===== src/rtl/pcpu_pkg.sv =====
// Shared defaults, width helpers and typedefs for the pcpu register file and scoreboard.
package pcpu_pkg;

    localparam int DATA_W_DEF   = 16;
    localparam int NREGS_DEF    = 8;
    localparam int NRD_DEF      = 2;
    localparam int MAX_INFL_DEF = 3;

    // A single-register file still needs a one-bit address.
    function automatic int addr_w(input int nregs);
        return (nregs > 1) ? $clog2(nregs) : 1;
    endfunction

    localparam int ADDR_W = addr_w(NREGS_DEF);
    localparam int CW     = $clog2(MAX_INFL_DEF + 1);

    typedef logic [ADDR_W-1:0]     reg_addr_t;
    typedef logic [DATA_W_DEF-1:0] reg_data_t;

endpackage


===== src/rtl/pcpu_sb_counter.sv =====
// In-flight write counter for one register: net-sums issue, retire and cancel each edge,
// saturating at 0 on underflow and flagging it.
module pcpu_sb_counter
    import pcpu_pkg::*;
#(
    parameter  int MAX_INFL = MAX_INFL_DEF,
    localparam int CW       = $clog2(MAX_INFL + 1)
) (
    input  logic          clock,
    input  logic          reset,
    input  logic          inc,
    input  logic          dec_wb,
    input  logic          dec_cnl,
    output logic [CW-1:0] cnt,
    output logic          nz,
    output logic          at_max,
    output logic          underflow
);

    logic [CW-1:0]        cnt_q;
    logic [CW-1:0]        cnt_d;
    logic signed [CW+1:0] sum;

    always_comb begin
        sum = $signed({2'b00, cnt_q})
            + $signed({{(CW + 1){1'b0}}, inc})
            - $signed({{(CW + 1){1'b0}}, dec_wb})
            - $signed({{(CW + 1){1'b0}}, dec_cnl});
        underflow = sum[CW+1];
        // Admission control keeps sum <= MAX_INFL; the high clamp only guards misuse.
        if (underflow) begin
            cnt_d = '0;
        end else if (sum[CW]) begin
            cnt_d = '1;
        end else begin
            cnt_d = sum[CW-1:0];
        end
    end

    always_ff @(posedge clock) begin
        if (reset) begin
            cnt_q <= '0;
        end else begin
            cnt_q <= cnt_d;
        end
    end

    assign cnt    = cnt_q;
    assign nz     = (cnt_q != '0);
    assign at_max = (cnt_q >= CW'(MAX_INFL));

endmodule


===== src/rtl/pcpu_regfile_sb.sv =====
// Register file with per-register in-flight scoreboard and indexed debug read.
// Optional write-back bypass on reads and busy flags: define RF_BYPASS_EN.
module pcpu_regfile_sb
    import pcpu_pkg::*;
#(
    parameter  int DATA_W   = DATA_W_DEF,
    parameter  int NREGS    = NREGS_DEF,
    parameter  int NRD      = NRD_DEF,
    parameter  int MAX_INFL = MAX_INFL_DEF,
    localparam int ADDR_W   = addr_w(NREGS),
    localparam int CW       = $clog2(MAX_INFL + 1)
) (
    input  logic                  clock,
    input  logic                  reset,
    input  logic [NRD*ADDR_W-1:0] rd_addr,
    output logic [NRD*DATA_W-1:0] rd_data,
    output logic [NRD-1:0]        rd_busy,
    input  logic                  iss_valid,
    input  logic [ADDR_W-1:0]     iss_addr,
    output logic                  iss_ready,
    input  logic                  cnl_valid,
    input  logic [ADDR_W-1:0]     cnl_addr,
    input  logic                  wb_valid,
    input  logic [ADDR_W-1:0]     wb_addr,
    input  logic [DATA_W-1:0]     wb_data,
    input  logic [ADDR_W-1:0]     dbg_addr,
    output logic [DATA_W-1:0]     dbg_data,
    output logic                  any_busy,
    output logic                  err
);

    logic [DATA_W-1:0] regs_q [NREGS];
    logic [DATA_W-1:0] regs_d [NREGS];
    logic              err_q;
    logic              err_d;

    logic [CW-1:0]     cnt [NREGS];
    logic [NREGS-1:0]  inc;
    logic [NREGS-1:0]  dec_wb;
    logic [NREGS-1:0]  dec_cnl;
    logic [NREGS-1:0]  nz;
    logic [NREGS-1:0]  at_max;
    logic [NREGS-1:0]  underflow;
    logic              wb_in;
    logic              cnl_in;
    logic              iss_in;
    logic              iss_acc;

    function automatic logic in_range(input logic [ADDR_W-1:0] a);
        return ({1'b0, a} < (ADDR_W + 1)'(NREGS));
    endfunction

    function automatic logic [DATA_W-1:0] read_data(input logic [ADDR_W-1:0] a);
        logic [DATA_W-1:0] d;
        d = '0;
        if (in_range(a)) begin
            d = regs_q[a];
`ifdef RF_BYPASS_EN
            if (wb_valid && wb_addr == a) begin
                d = wb_data;
            end
`endif
        end
        return d;
    endfunction

    function automatic logic read_busy(input logic [ADDR_W-1:0] a);
        logic b;
        b = 1'b0;
        if (in_range(a)) begin
            b = nz[a];
`ifdef RF_BYPASS_EN
            // The last outstanding write retires now, unless a fresh issue re-arms it.
            if (wb_valid && wb_addr == a && cnt[a] == CW'(1) && !inc[a]) begin
                b = 1'b0;
            end
`endif
        end
        return b;
    endfunction

    always_comb begin
        wb_in  = in_range(wb_addr);
        cnl_in = in_range(cnl_addr);
        iss_in = in_range(iss_addr);

        // A retire or cancel to the same register frees a slot within this cycle.
        iss_ready = !(iss_in && at_max[iss_addr])
                  || (wb_valid && wb_addr == iss_addr)
                  || (cnl_valid && cnl_addr == iss_addr);
        iss_acc   = iss_valid && iss_ready && iss_in;

        inc      = '0;
        dec_wb   = '0;
        dec_cnl  = '0;
        any_busy = 1'b0;
        for (int r = 0; r < NREGS; r++) begin
            inc[r]     = iss_acc && (iss_addr == ADDR_W'(r));
            dec_wb[r]  = wb_valid && (wb_addr == ADDR_W'(r));
            dec_cnl[r] = cnl_valid && (cnl_addr == ADDR_W'(r));
            any_busy   = any_busy | (cnt[r] != '0);
        end

        err_d = err_q
              | (wb_valid && !wb_in)
              | (cnl_valid && !cnl_in)
              | (iss_valid && !iss_in)
              | (|underflow);

        regs_d = regs_q;
        if (wb_valid && wb_in) begin
            regs_d[wb_addr] = wb_data;
        end
    end

    always_ff @(posedge clock) begin
        if (reset) begin
            regs_q <= '{default: '0};
            err_q  <= 1'b0;
        end else begin
            regs_q <= regs_d;
            err_q  <= err_d;
        end
    end

    for (genvar r = 0; r < NREGS; r++) begin : g_cnt
        pcpu_sb_counter #(
            .MAX_INFL (MAX_INFL)
        ) u_cnt (
            .clock     (clock),
            .reset     (reset),
            .inc       (inc[r]),
            .dec_wb    (dec_wb[r]),
            .dec_cnl   (dec_cnl[r]),
            .cnt       (cnt[r]),
            .nz        (nz[r]),
            .at_max    (at_max[r]),
            .underflow (underflow[r])
        );
    end

    always_comb begin
        rd_data = '0;
        rd_busy = '0;
        for (int i = 0; i < NRD; i++) begin
            rd_data[i*DATA_W +: DATA_W] = read_data(rd_addr[i*ADDR_W +: ADDR_W]);
            rd_busy[i]                  = read_busy(rd_addr[i*ADDR_W +: ADDR_W]);
        end
        dbg_data = read_data(dbg_addr);
    end

    assign err = err_q;

endmodule


===== config.mk =====
export PLATFORM = sky130hd
export DESIGN_NAME = pcpu_regfile_sb
export DESIGN_NICKNAME = d
export VERILOG_FILES = /design/src/rtl/pcpu_pkg.sv /design/src/rtl/pcpu_sb_counter.sv /design/src/rtl/pcpu_regfile_sb.sv
export SDC_FILE = /design/constraint.sdc
export NUM_CORES = 1
export LEC_CHECK = 0
export BUFFER_PORTS_ARGS = -buffer_cell sky130_fd_sc_hd__buf_2
export CORE_MARGIN = 2
export CORE_UTILIZATION = 30
export CTS_BUF_LIST = sky130_fd_sc_hd__clkbuf_8
export DETAILED_ROUTE_END_ITERATION = 16
export GPL_ROUTABILITY_DRIVEN = 0
export SLEW_MARGIN = 20
export SYNTH_ARGS = -nofsm -noshare
export SYNTH_HDL_FRONTEND = slang
export SYNTH_HIERARCHICAL = 1
export SYNTH_SLANG_ARGS = --single-unit

===== constraint.sdc =====
create_clock -name clock -period 4.86 [get_ports clock]
set_input_delay 0.972 -clock clock [delete_from_list [all_inputs] [get_ports clock]]
set_output_delay 0.972 -clock clock [all_outputs]
set_load 0.02 [all_outputs]

==> out/qor.txt <==
Post-Syn Instances: 970
Crit-path slowest cell: buf_2
total length of routed wires: 28.14 mm
hold crit path type: reg -> reg
post-synth top area share: 0.3136
Worst-Margin Slew: 0.8698 ns
Cell Chain, Critical Path: buf_2 -> buf_4 -> mux4_2 -> mux2_2 -> buf_2
clk slew on worst S/H paths: 0.08 ns
VDD IR max: 0.1466 mV
Skew-Pair Late Insertion Delay: 0.46 ns
CP arrival: 2.78 ns
Post-Synth XOR/XNOR Area: 0.005676
Die W: 179.7 µm
hold path cells: 2
initial antenna violation count: 3
RSZ-0062 raised after global routing: false
Static Leakage: 3.900 nW
# H-tree levels: 4
# setup viols final: 0
Internal Pwr Total: 2.005 mW
Max-slew headroom: 0.4201
vias per inst: 5.214
hold buffers post-CTS: 0
WP depth: 5
vias in the first global route: 7447
Sink Count: 145
Crit Path Max Fanout: 26
largest net degree at the start of global routing: 59
Post-Place Cells: 1392
most frequent cells in the layout: 259 x nand2_1, 145 x dfxtp_1, 127 x a21oi_1
Setup Buffers After CTS: 0
Crit path largest cell delay: 0.66 ns
Max-Cap Viols: 0
buffers from clock root to sink, at most: 2
status: finished clean
mux cell area share after synthesis: 0.3102
Hold Fails Final Rpt: 0
Distinct cells, synth: 34
Clk pwr share: 0.374
CP bufs+invs: 3
Worst path most repeated cell: buf_2
mean post-synth cell area: 9.544 µm²
compound-cell area share of the yosys netlist: 0.08866
# fillers: 3082
Mapped Area: 9258 µm²
Site Rows: 64
root buf cell: clkbuf_8
register share of total power: 0.457
largest area contributor in the netlist: dfxtp_1
die height: 179.7 µm
share of layout cells above drive strength 1: 0.2924
Core Box Area: 30510 µm²
commonest non-fill, non-tap cell in the layout: nand2_1
Syn Nets: 1049
initial DRC count: 579
Sw Ratio: 0.2817
Top delay family on crit path: buffers and inverters
IO Count: 92
Max Clk Rate: 0.2663 GHz
Die Area: 32280 µm²
period utilization: 0.7727
global-route usage over all layers: 0.1785
main combinational cell family by area after synthesis: multiplexers
final net count: 1094
IO Port Bufs: 91
worst setup margin: 1.105 ns
largest cells by area after synthesis: dfxtp_1 31%, mux4_2 25%, nand2_1 11%
DPL Wire Length: 18.74 mm
Worst EP required: 3.89 ns
Tmin final: 3.755 ns
Final ANT Viol Nets: 0
worst slack, placed: 0.8788 ns
crit path kind: in -> out
first-pass GRT wire length: 44.26 mm
Yosys reg bits: 145
Critical Path Source Type: input pin
register area share after synthesis: 0.3136
synth warn: 6
Worst Reg-to-Reg Cells: 9
simple-gate share of the synthesized area: 0.1429
average routed wire per standard cell: 19.79 µm
TritonCTS Buffers: 17
Overflow after GRT: 0
DRT Pass-1 Iters: 5
DRC viols: 0
total net switching power: 0.7863 mW
CP Capture Type: output port
ant diodes: 0
Power Total: 2.791 mW
TritonCTS clock tree: yes
Synth Area in Adders: 0.06055
post-cts resize count: 0
detailed-route via count: 7415
area grow syn2layout: 11.80%
fin util: 0.3392
post-route insts no fill: 1422
combinational power share: 0.169
Sum Neg Setup Slack: 0 ns
PwrDens: 269.7 nW/µm²
Initial Util: 0.3034
Slew Viols, Final: 0
Final Skew: 0.005187 ns
==> power groups by stage <==
stage	logic, mW	registers, mW	clock network [mW]
after global placement	0.464	1.30	0
final	0.471	1.28	1.04
after global routing	0.520	1.28	1.11
after detailed placement	0.472	1.30	0
after CTS	0.475	1.28	1.06
after floorplan	0.348	1.29	0
==> cell usage after synthesis <==
cell / instances
nand2_1: 259
dfxtp_1: 145
a21oi_1: 127
mux4_2: 102
inv_1: 64
mux2_2: 51
buf_2: 43
ha_1: 32
clkbuf_1: 25
a211oi_1: 16
buf_4: 12
a31oi_1: 9
and2_1: 8
fa_1: 8
nor2_1: 8
or2_1: 8
xnor2_1: 6
nand4_1: 5
nand4b_1: 5
nor4_1: 5
buf_1: 4
clkinv_1: 4
inv_2: 3
nand2b_1: 3
nand3_1: 3
nand4bb_1: 3
nor3_1: 3
buf_6: 2
nand3b_1: 2
a21oi_2: 1
buf_8: 1
clkinv_4: 1
nor2b_1: 1
or4b_1: 1
==> state kept, by name, summed over array words and instances, names as in the netlist <==
name,cells
g_cnt.u_cnt/cnt,16
regs_q,128
err,1
==> worst paths after layout <==
check / startpoint / to / slack, ns
worst max-delay path: rd_addr[4] / rd_data[29] / 1.10
worst min-delay path: regs_q[81] / regs_q[81] / 0.48
worst max register to register: g_cnt[7].u_cnt/cnt[0] / err / 2.69
worst min register to register: regs_q[81] / regs_q[81] / 0.48
==> routing by layer <==
layer / vias to the layer above / wire length (µm) / global-route usage
met2: 207 / 14070 / 0.3073
li1: 3495 / - / -
met5: - / 30 / 0
met3: 44 / 1398 / 0.03991
met4: 6 / 801 / 0.06407
met1: 3663 / 11840 / 0.2191
==> logic make-up after synthesis <==
kind of cell    after synthesis
flops                       145
compound gates              153
xor+xnor                      6
simple gates                314
mux                         153
buf+inv                     159
fa+ha+maj                    40
==> area by class of cell <==
| type | instances | area, µm² | share of cell area |
|---|---|---|---|
| Clock buffer | 19 | 261.5 | 0.02527 |
| Clock inverter | 11 | 163.9 | 0.01584 |
| Inverter | 72 | 275.3 | 0.02660 |
| Multi-Input combinational cell | 666 | 5628 | 0.5438 |
| Sequential cell | 145 | 2903 | 0.2805 |
| Tap cell | 396 | 495.5 | 0.04787 |
| Timing Repair Buffer | 113 | 623.1 | 0.06020 |
==> through the flow <==
stage | hold slack (ns) | cell area (µm²)
after global routing | 0.4949 | 10350
final | 0.4799 | 10350
after global placement | 0.4616 | 9925
after floorplan | 0.4527 | 9258
after CTS | 0.4795 | 10350
after detailed placement | 0.4682 | 9925
==> worst min-delay path: cells and delay by family, from the launching register on <==
| family | cells | cell delay [ns] |
|---|---|---|
| compound gates | 1 | 0.05 |
| flops | 1 | 0.33 |
| simple gates | 1 | 0.06 |
Power figures use the tool's default switching activity.
